===== src/rtl/datapath_ctrl_if.sv =====
// ---------------------------------------------------------------------------
// datapath_ctrl_if
//   Groups the instruction and result handshakes of the datapath sequencer.
//
//   Parameters
//     WIDTH    datapath word width
//     CNT_W    repeat-count field width
//     INSTR_W  derived instruction width, 4 + CNT_W + WIDTH
//
//   Signals
//     instr_valid  producer -> sequencer  instruction present
//     instr_ready  sequencer -> producer  sequencer can accept
//     instr        producer -> sequencer  {op, alu_sel, cnt, imm}
//     res_valid    sequencer -> consumer  result available
//     res_ready    consumer -> sequencer  consumer can take the result
//     res_data     sequencer -> consumer  captured register value
//     res_carry    sequencer -> consumer  carry flag at capture
//
//   Modports
//     master  the side that issues instructions and collects results
//     slave   the sequencer itself
// ---------------------------------------------------------------------------
interface datapath_ctrl_if #(
    parameter int WIDTH = 4,
    parameter int CNT_W = 4
);

    localparam int INSTR_W = 4 + CNT_W + WIDTH;

    logic               instr_valid;
    logic               instr_ready;
    logic [INSTR_W-1:0] instr;

    logic               res_valid;
    logic               res_ready;
    logic [WIDTH-1:0]   res_data;
    logic               res_carry;

    modport master (
        output instr_valid,
        output instr,
        output res_ready,
        input  instr_ready,
        input  res_valid,
        input  res_data,
        input  res_carry
    );

    modport slave (
        input  instr_valid,
        input  instr,
        input  res_ready,
        output instr_ready,
        output res_valid,
        output res_data,
        output res_carry
    );

endinterface


===== src/rtl/datapath_ctrl.sv =====
// ---------------------------------------------------------------------------
// datapath_ctrl
//   Instruction sequencer sitting directly upstream of a small datapath
//   (register, input mux, ALU). Each accepted instruction is decoded into
//   one or more datapath writeback cycles, or into a result transfer that
//   returns the register contents together with the last ALU carry.
//
//   Instruction word: {op[1:0], alu_sel[1:0], cnt[CNT_W-1:0], imm[WIDTH-1:0]}
//     op 00 LOAD    reg <= imm
//     op 01 EXEC    reg <= ALU(reg, imm, alu_sel), once (cnt ignored)
//     op 10 REPEAT  as EXEC, cnt+1 consecutive cycles
//     op 11 READ    emit reg and carry flag on the result port
//
//   Ports
//     clk          clock, all state on the rising edge
//     rst_n        synchronous reset, active low
//     bus          instruction / result handshakes (slave modport)
//     dp_mux_sel   datapath mux select: 0 = external operand, 1 = ALU result
//     dp_load      datapath register load enable
//     dp_alu_sel   datapath ALU operation select
//     dp_mux_data  datapath mux external operand
//     dp_alu_data  datapath ALU B operand
//     dp_reg_out   datapath register value
//     dp_carry     datapath ALU carry out
//
//   The interface instance must be built with the same WIDTH and CNT_W.
// ---------------------------------------------------------------------------
module datapath_ctrl #(
    parameter int WIDTH = 4,
    parameter int CNT_W = 4
) (
    input  logic               clk,
    input  logic               rst_n,
    datapath_ctrl_if.slave     bus,
    output logic               dp_mux_sel,
    output logic               dp_load,
    output logic [1:0]         dp_alu_sel,
    output logic [WIDTH-1:0]   dp_mux_data,
    output logic [WIDTH-1:0]   dp_alu_data,
    input  logic [WIDTH-1:0]   dp_reg_out,
    input  logic               dp_carry
);

    localparam int INSTR_W = 4 + CNT_W + WIDTH;

    typedef enum logic [1:0] {
        OP_LOAD   = 2'b00,
        OP_EXEC   = 2'b01,
        OP_REPEAT = 2'b10,
        OP_READ   = 2'b11
    } op_e;

    typedef enum logic [1:0] {
        IDLE    = 2'b00,
        WB_LOAD = 2'b01,
        WB_ALU  = 2'b10,
        EMIT    = 2'b11
    } state_e;

    state_e             state;
    state_e             next_state;

    // Fields of the incoming instruction word
    op_e                in_op;
    logic [1:0]         in_alu_sel;
    logic [CNT_W-1:0]   in_cnt;
    logic [WIDTH-1:0]   in_imm;

    // Latched instruction operands; the opcode itself is carried by the state
    logic [1:0]         alu_sel_q;
    logic [WIDTH-1:0]   imm_q;
    logic [CNT_W-1:0]   remaining;

    logic               carry_flag;
    logic [WIDTH-1:0]   res_data_q;
    logic               res_carry_q;

    logic               accept;

    // Slice the instruction word into its fields.
    always_comb begin
        in_op      = op_e'(bus.instr[INSTR_W-1 -: 2]);
        in_alu_sel = bus.instr[INSTR_W-3 -: 2];
        in_cnt     = bus.instr[WIDTH +: CNT_W];
        in_imm     = bus.instr[WIDTH-1:0];
    end

    assign accept = bus.instr_valid & bus.instr_ready;

    // State register. Reset mid-operation simply drops back to IDLE, so
    // whatever iterations a REPEAT still had left are discarded.
    always_ff @(posedge clk) begin
        if (!rst_n) begin
            state <= IDLE;
        end else begin
            state <= next_state;
        end
    end

    // Next-state and output decode. Every output defaults to zero so states
    // that do not use an operand present 0 on it. dp_load, instr_ready and
    // res_valid are additionally gated with rst_n so that a reset cycle can
    // never write the datapath register or complete a handshake, whatever
    // state the register happens to hold.
    always_comb begin
        next_state      = state;
        dp_mux_sel      = 1'b0;
        dp_load         = 1'b0;
        dp_alu_sel      = 2'b00;
        dp_mux_data     = '0;
        dp_alu_data     = '0;
        bus.instr_ready = 1'b0;
        bus.res_valid   = 1'b0;

        case (state)
            IDLE: begin
                bus.instr_ready = rst_n;
                if (accept) begin
                    case (in_op)
                        OP_LOAD:   next_state = WB_LOAD;
                        OP_EXEC:   next_state = WB_ALU;
                        OP_REPEAT: next_state = WB_ALU;
                        default:   next_state = EMIT;
                    endcase
                end
            end

            WB_LOAD: begin
                dp_mux_sel  = 1'b0;
                dp_load     = rst_n;
                dp_mux_data = imm_q;
                next_state  = IDLE;
            end

            WB_ALU: begin
                dp_mux_sel  = 1'b1;
                dp_load     = rst_n;
                dp_alu_sel  = alu_sel_q;
                dp_alu_data = imm_q;
                if (remaining == '0) begin
                    next_state = IDLE;
                end
            end

            EMIT: begin
                bus.res_valid = rst_n;
                if (bus.res_ready) begin
                    next_state = IDLE;
                end
            end

            default: begin
                next_state = IDLE;
            end
        endcase
    end

    // Operand latches and the iteration counter. The counter holds the
    // number of writebacks still to come after the current one, so a
    // REPEAT with cnt = 2^CNT_W-1 counts down to zero without ever wrapping.
    // EXEC loads zero here, which is why its cnt field has no effect.
    always_ff @(posedge clk) begin
        if (!rst_n) begin
            alu_sel_q <= 2'b00;
            imm_q     <= '0;
            remaining <= '0;
        end else if (accept) begin
            alu_sel_q <= in_alu_sel;
            imm_q     <= in_imm;
            remaining <= (in_op == OP_REPEAT) ? in_cnt : '0;
        end else if (state == WB_ALU && remaining != '0) begin
            remaining <= remaining - 1'b1;
        end
    end

    // Carry flag follows the most recent writeback: a LOAD clears it and
    // every ALU writeback replaces it with that cycle's carry out, so it
    // reflects only the last operation rather than accumulating.
    always_ff @(posedge clk) begin
        if (!rst_n) begin
            carry_flag <= 1'b0;
        end else if (state == WB_LOAD) begin
            carry_flag <= 1'b0;
        end else if (state == WB_ALU) begin
            carry_flag <= dp_carry;
        end
    end

    // Result capture happens on the edge that accepts a READ, so the values
    // are frozen for the whole of EMIT regardless of how long the consumer
    // stalls.
    always_ff @(posedge clk) begin
        if (!rst_n) begin
            res_data_q  <= '0;
            res_carry_q <= 1'b0;
        end else if (accept && in_op == OP_READ) begin
            res_data_q  <= dp_reg_out;
            res_carry_q <= carry_flag;
        end
    end

    assign bus.res_data  = res_data_q;
    assign bus.res_carry = res_carry_q;

endmodule

===== src/flat_wrapper.sv =====
// flat-port wrapper written by rule: the top's interface ports become plain ports
module datapath_ctrl_flat 
#(
    parameter int WIDTH = 4,
    parameter int CNT_W = 4
)
  (clk, rst_n, dp_mux_sel, dp_load, dp_alu_sel, dp_mux_data, dp_alu_data, dp_reg_out, dp_carry, bus_instr_valid, bus_instr, bus_res_ready, bus_instr_ready, bus_res_valid, bus_res_data, bus_res_carry);
  datapath_ctrl_if #(.WIDTH(WIDTH), .CNT_W(CNT_W)) bus_i ();
  input  logic clk;
  input  logic rst_n;
  output logic dp_mux_sel;
  output logic dp_load;
  output logic [1:0] dp_alu_sel;
  output logic [WIDTH-1:0] dp_mux_data;
  output logic [WIDTH-1:0] dp_alu_data;
  input  logic [WIDTH-1:0] dp_reg_out;
  input  logic dp_carry;
  input wire logic [$bits(bus_i.instr_valid)-1:0] bus_instr_valid;
  input wire logic [$bits(bus_i.instr)-1:0] bus_instr;
  input wire logic [$bits(bus_i.res_ready)-1:0] bus_res_ready;
  output wire logic [$bits(bus_i.instr_ready)-1:0] bus_instr_ready;
  output wire logic [$bits(bus_i.res_valid)-1:0] bus_res_valid;
  output wire logic [$bits(bus_i.res_data)-1:0] bus_res_data;
  output wire logic [$bits(bus_i.res_carry)-1:0] bus_res_carry;
  assign bus_i.instr_valid = bus_instr_valid;
  assign bus_i.instr = bus_instr;
  assign bus_i.res_ready = bus_res_ready;
  assign bus_instr_ready = bus_i.instr_ready;
  assign bus_res_valid = bus_i.res_valid;
  assign bus_res_data = bus_i.res_data;
  assign bus_res_carry = bus_i.res_carry;
  datapath_ctrl #(.WIDTH(WIDTH), .CNT_W(CNT_W)) u_core (.clk(clk), .rst_n(rst_n), .bus(bus_i), .dp_mux_sel(dp_mux_sel), .dp_load(dp_load), .dp_alu_sel(dp_alu_sel), .dp_mux_data(dp_mux_data), .dp_alu_data(dp_alu_data), .dp_reg_out(dp_reg_out), .dp_carry(dp_carry));
endmodule

===== config.mk =====
export PLATFORM = sky130hd
export DESIGN_NAME = datapath_ctrl_flat
export DESIGN_NICKNAME = d
export VERILOG_FILES = /design/src/rtl/datapath_ctrl_if.sv /design/src/rtl/datapath_ctrl.sv /design/src/flat_wrapper.sv
export SDC_FILE = /design/constraint.sdc
export NUM_CORES = 1
export LEC_CHECK = 0
export ABC_AREA = 1
export BUFFER_PORTS_ARGS = -buffer_cell sky130_fd_sc_hd__buf_2
export CAP_MARGIN = 40
export CORE_MARGIN = 2
export CORE_UTILIZATION = 47
export DETAILED_ROUTE_END_ITERATION = 8
export PLACE_DENSITY = 0.85
export SKIP_CTS_REPAIR_TIMING = 1
export SYNTH_ARGS = -nofsm -noshare
export SYNTH_HDL_FRONTEND = slang
export SYNTH_SLANG_ARGS = --single-unit

===== constraint.sdc =====
create_clock -name clk -period 1.5 [get_ports clk]
set_input_delay 0.3 -clock clk [delete_from_list [all_inputs] [get_ports clk]]
set_output_delay 0.3 -clock clk [all_outputs]
set_load 0.03 [all_outputs]

## Word-level counts from Yosys, hierarchy flattened

Index checks and enable logic that the tools add are counted.

- $add $sub $neg: 1
- Multipliers: 0
- Divide/modulo/power cells: 0
- Magnitude comparators: 0
- Eq/ne operators: 9
- Shift-type cells: 0
- Muxes and demuxes: 15
- Bitwise gates (word level): 2
- Reductions and logical operators: 11

Operators with widths:

| cell | count |
|---|---|
| $mux W4 | 5 |
| $eq A2 B2 Y1 const B | 4 |
| $mux W2 | 4 |
| $pmux W2 S4 | 1 |
| $reduce_or A2 Y1 | 3 |
| $eq A2 B1 Y1 const B | 2 |
| $logic_not A2 Y1 | 2 |
| $logic_not A4 Y1 | 1 |
| $mux W1 | 4 |
| $ne A2 B1 Y1 const B | 2 |
| $pmux W2 S2 | 1 |
| $reduce_bool A4 Y1 | 1 |
| $sub A4 B1 Y4 const B | 1 |
| $reduce_and A3 Y1 | 1 |
| $logic_and A1 B1 Y1 | 2 |
| $ne A2 B2 Y1 const B | 1 |
| $reduce_bool A2 Y1 | 1 |
| $and A1 B1 Y1 | 1 |
| $not A1 Y1 | 1 |

- Register bits after elaboration: 18
- Bits in latches: 0
- Memory bits (writable): 0
- Memory bits (read-only): 0
- Output and inout bits: 19
- Word-level logic and storage cells: 45
- Memories: 0

## Logic depth before layout (Yosys ltp)

- Depth after elaboration: 5
- Depth in mapped cells: 9
- Depth with buffers taken out: 9

## Worst setup path before layout

Ideal clock, no wire load.

- Kind: register to register
- Start: register u_core.state[0]
- End: register u_core.remaining[2]
- Setup time: 0.114 ns
- Arrival time: 1.446 ns
- Path slack: -0.060 ns
- Cell stages (with the launch flop): 8
- Clock period less this slack: 1.560 ns
- Path through: dfxtp_1 inv_1 ha_1 buf_2 nand2_1 nand2_1 nand3_1 nor2b_1

- Cells in the longest elaborated chain, start to end: 4
- Elaborated cells on any way between the ends: 7
- Classes of those cells: 1 x eq/ne; 2 x mux; 1 x bitwise; 3 x reduce/logical

RTL lines:

| element | RTL line | RTL |
|---|---|---|
| from (decl) | datapath_ctrl.sv:60 | `state_e state;` |
| from (signal assigned) | datapath_ctrl.sv:96 | `state <= next_state;` |
| $logic_not A2 Y1 | datapath_ctrl.sv:115 | `case (state)` |
| $mux W1 | datapath_ctrl.sv:115 |  |
| $and A1 B1 Y1 | datapath_ctrl.sv:88 | `assign accept = bus.instr_valid & bus.instr_ready;` |
| $mux W4 or $reduce_bool A2 Y1 (tied branches) | - |  |
| to (signal assigned) | datapath_ctrl.sv:170 | `remaining <= (in_op == OP_REPEAT) ? in_cnt : '0;` |
| to (signal assigned) | datapath_ctrl.sv:172 | `remaining <= remaining - 1'b1;` |
| to (decl) | datapath_ctrl.sv:72 | `logic [CNT_W-1:0] remaining;` |

Parallel ways exist; a longest one is shown, timed or not.
A chain may end at the register's enable or synchronous reset.

## Worst setup path in the final report

- Start: register u_core.state[0]
- End: output port bus_res_valid

- Cells in the longest elaborated chain, start to end: 2

RTL lines:

| element | RTL line | RTL |
|---|---|---|
| $eq A2 B2 Y1 | datapath_ctrl.sv:115 |  |
| $mux W1 | datapath_ctrl.sv:115 |  |
| to (decl) | flat_wrapper.sv:22 | `output wire logic [$bits(bus_i.res_valid)-1:0] bus_res_valid;` |

Every way passes these cells.

==> key figures <==
Run status
  – Status: finished, violations left
  – Failing checks: setup timing

Hold path
  – Hold Path Class: in2reg

Routing
  – Routed wire length: 2640 um
  – Antenna viol nets, final: 0
  – # DRC: 0
  – DR iter-0 viols: 37
  – Mean number of vias per cell: approximately 4.8
  – Routed WL per cell: 11.2 um
  – Detailed Routing Iterations Pass 1: 4
  – Via count: 1121

Timing
  – Final Cycle Share: 1.02
  – Post-layout worst setup margin: -0.0317 ns
  – Minimum clock period: approximately 1.5 ns
  – RSZ-0062 raised after global routing: yes
  – Max-slew violations: 0
  – Final hold vios: 0
  – Highest Clock Rate: 653 MHz
  – Slew @ Worst Pin: 0.210 ns
  – Final setup fails: 8
  – Skew final: approximately 0.00087 ns
  – Worst rel slew slack: 0.860

Global routing
  – Initial antenna violation count: 0
  – First-pass GRT wire length: 3600 um
  – Vias in the first global route: approximately 910
  – Largest net degree at the start of global routing: 17
  – Overflow after GRT: 0
  – GRT Total Usage: 0.180

Clock network
  – Clock Latency Late Sink: around 0.30 ns
  – Clock root buffer: clkbuf_4
  – CTS H-Tree Depth: 1
  – Clock buffer depth: 2
  – Clk sinks: 18
  – Worst-path clk slew: 0.10 ns
  – Number of buffers created by CTS: 3
  – CTS tree: done

Pwr
  – Int Pwr: around 1300 uW
  – Combinational share of power: 0.547
  – Sw power: 934 uW
  – Sw Share: 0.426
  – Maximum vdd drop: around 0.9 mV
  – Pwr/cell area: 1460 nW/um^2
  – Leakage: 0.000886 uW
  – Sequential Power Share: 0.315
  – Clock Power Share: 0.138

Die
  – Die W: around 50 um
  – Core area: about 2100 um^2
  – Initial core utilization: 0.486
  – Die height: between 50 and 60 um
  – FP Rows: 17
  – Die ar.: roughly 2600 um^2
  – Io pins: 40

Logic synthesis
  – Post-synthesis mux area share: 0.00959
  – Post-Syn Area: 1040 um^2
  – Simple-gate share of the synthesized area: 0.361
  – Sequential fraction of the synthesis area: 0.345
  – Mapped Nets: 190
  – Main combinational cell family by area after synthesis: simple AND/OR/NAND/NOR gates
  – FF+latch count, synth: 18
  – Mapped Cells: 160
  – Post-synth EDFFs: 0
  – Asr flop ratio synth: 0
  – Most common cell in the netlist: nand2_1
  – Unique masters post-synth: 18
  – Post-synth top cells: nand2_1 (51), inv_1 (29), nor2_1 (20)
  – Top cells by area, synth: dfxtp_1 (35%), nand2_1 (18%), ha_1 (11%)
  – Yosys Warn Count: 0
  – Post-synth top flop: dfxtp_1
  – Leading area contributor after synthesis: dfxtp_1
  – Xor/xnor cell area share of the yosys netlist: 0.00839
  – Adder-cell share of the synthesized area: 0.108
  – Top cell type's share of synthesized area: 0.345
  – Synthesized area per cell: roughly 6.5 um^2
  – Synth Area in Compound Gates: 0.0336

Worst setup path
  – CP cell instances: buf_4, ha_4, nand2_1, inv_1, buf_6
  – Startpoint types: flip-flop
  – Setup CP Type: reg2out
  – CP Data Required Time: around 1.2 ns
  – Arr. time, crit path: approximately 1.2 ns
  – Worst-path maximum fanout: 3
  – Crit end category: output pin
  – Slowest-stage cell, CP: dfxtp_4
  – Worst path bufs/invs: 3
  – Max incr delay on CP: roughly 0.4 ns
  – CP delay by family, top: flip-flops

Cells and area
  – Finished Layout Cells: roughly 240
  – P&R area growth vs syn: 44.0%
  – Fill cells: 175
  – Antenna Cells: 0
  – Layout cells sized above 1: 0.327
  – Multi-input gate area: roughly 600 um^2
  – Sequential Area: between 300 and 400 um^2
  – Final nets: ~240

Run
  – Maximum Capacitance Violations: 0

Place
  – Dpl cells: 227
  – IO Port Bufs: 39
  – Pre-CTS setup slack: 0.111 ns
  – RD Place Congestion: about 0.8
  – Final HPWL DP: roughly 1700 um
## metrics by stage
stage | total power, uW | instance area, um^2 | hold slack, ns | TNS [ns] | util
after global routing | 2360 | 1500 | 0.182 | -0.727 | 0.699
after floorplan | 1380 | 1050 | 0.410 | 0 | -
after global placement | 1590 | 1280 | 0.456 | 0 | 0.597
final | 2190 | 1500 | 0.193 | -0.149 | 0.699
after detailed placement | 1600 | 1280 | 0.456 | 0 | 0.597
after CTS | 1910 | 1320 | 0.184 | -2.12 | 0.614
## layer usage
metal,up-vias,GRT usage,part of all wire
met5,-,0,0
met4,0,0.0991,0.040
met3,10,0.0292,0.071
met2,48,0.305,0.48
met1,490,0.213,0.41
li1,573,-,-
## tightest hold or removal path, cell delays in order
cell and delay (ns):
buf_2 0.08, nand2_1 0.04, nand2_1 0.05
## power groups by stage
stage | Combinational (uW) | Clock, uW | Sequential [uW]
after global routing | 1320 | 332 | 702
after floorplan | 709 | 0 | 673
after detailed placement | 925 | 0 | 673
after global placement | 920 | 0 | 666
final | 1200 | 303 | 691
after CTS | 935 | 312 | 661
## placed cells by master, fill, tap and decap left out, drive strengths merged
| master | n |
|---|---|
| buf | 48 |
| clkbuf | 4 |
| dfxtp | 18 |
| ha | 9 |
| inv | 31 |
| mux2i | 1 |
| nand2 | 52 |
| nand3 | 13 |
| nand4 | 2 |
| nor2 | 20 |
| nor2b | 1 |
| nor3b | 1 |
| o21ai | 7 |
| xor2 | 1 |
## path summary, 6_finish.rpt
check / start / endpoint / slack [ns] / depth (start not counted)
worst max-delay path: u_core.state[0] / bus_res_valid / -0.03 / 5
worst min-delay path: bus_instr[1] / u_core.imm_q[1] / 0.19 / 3
worst max register to register: u_core.state[0] / u_core.remaining[0] / 0.17 / 8
worst min register to register: u_core.alu_sel_q[1] / u_core.alu_sel_q[1] / 0.47 / 2
## state kept, by name, summed over array words and instances (netlist names)
signal / cells
u_core.remaining: 4
u_core.bus.res_carry: 1
u_core.imm_q: 4
u_core.alu_sel_q: 2
u_core.state: 2
u_core.carry_flag: 1
u_core.bus.res_data: 4
## layout make-up
cell class | count | area share
clock buffer | 4 | 0.0241
inverter | 31 | 0.0824
sequential | 18 | 0.245
multi-input combinational | 107 | 0.396
timing repair buffer | 48 | 0.229
tap | 28 | 0.0233
## logic make-up (layout without fill, tap and decap cells)
family          after synthesis  after routing
mux                           1              1
xor+xnor                      1              1
compound gates                7              7
fa+ha+maj                     9              9
simple gates                 89             89
flops                        18             18
buf+inv                      35             83
Note: power is estimated with default switching activity, not from simulation.
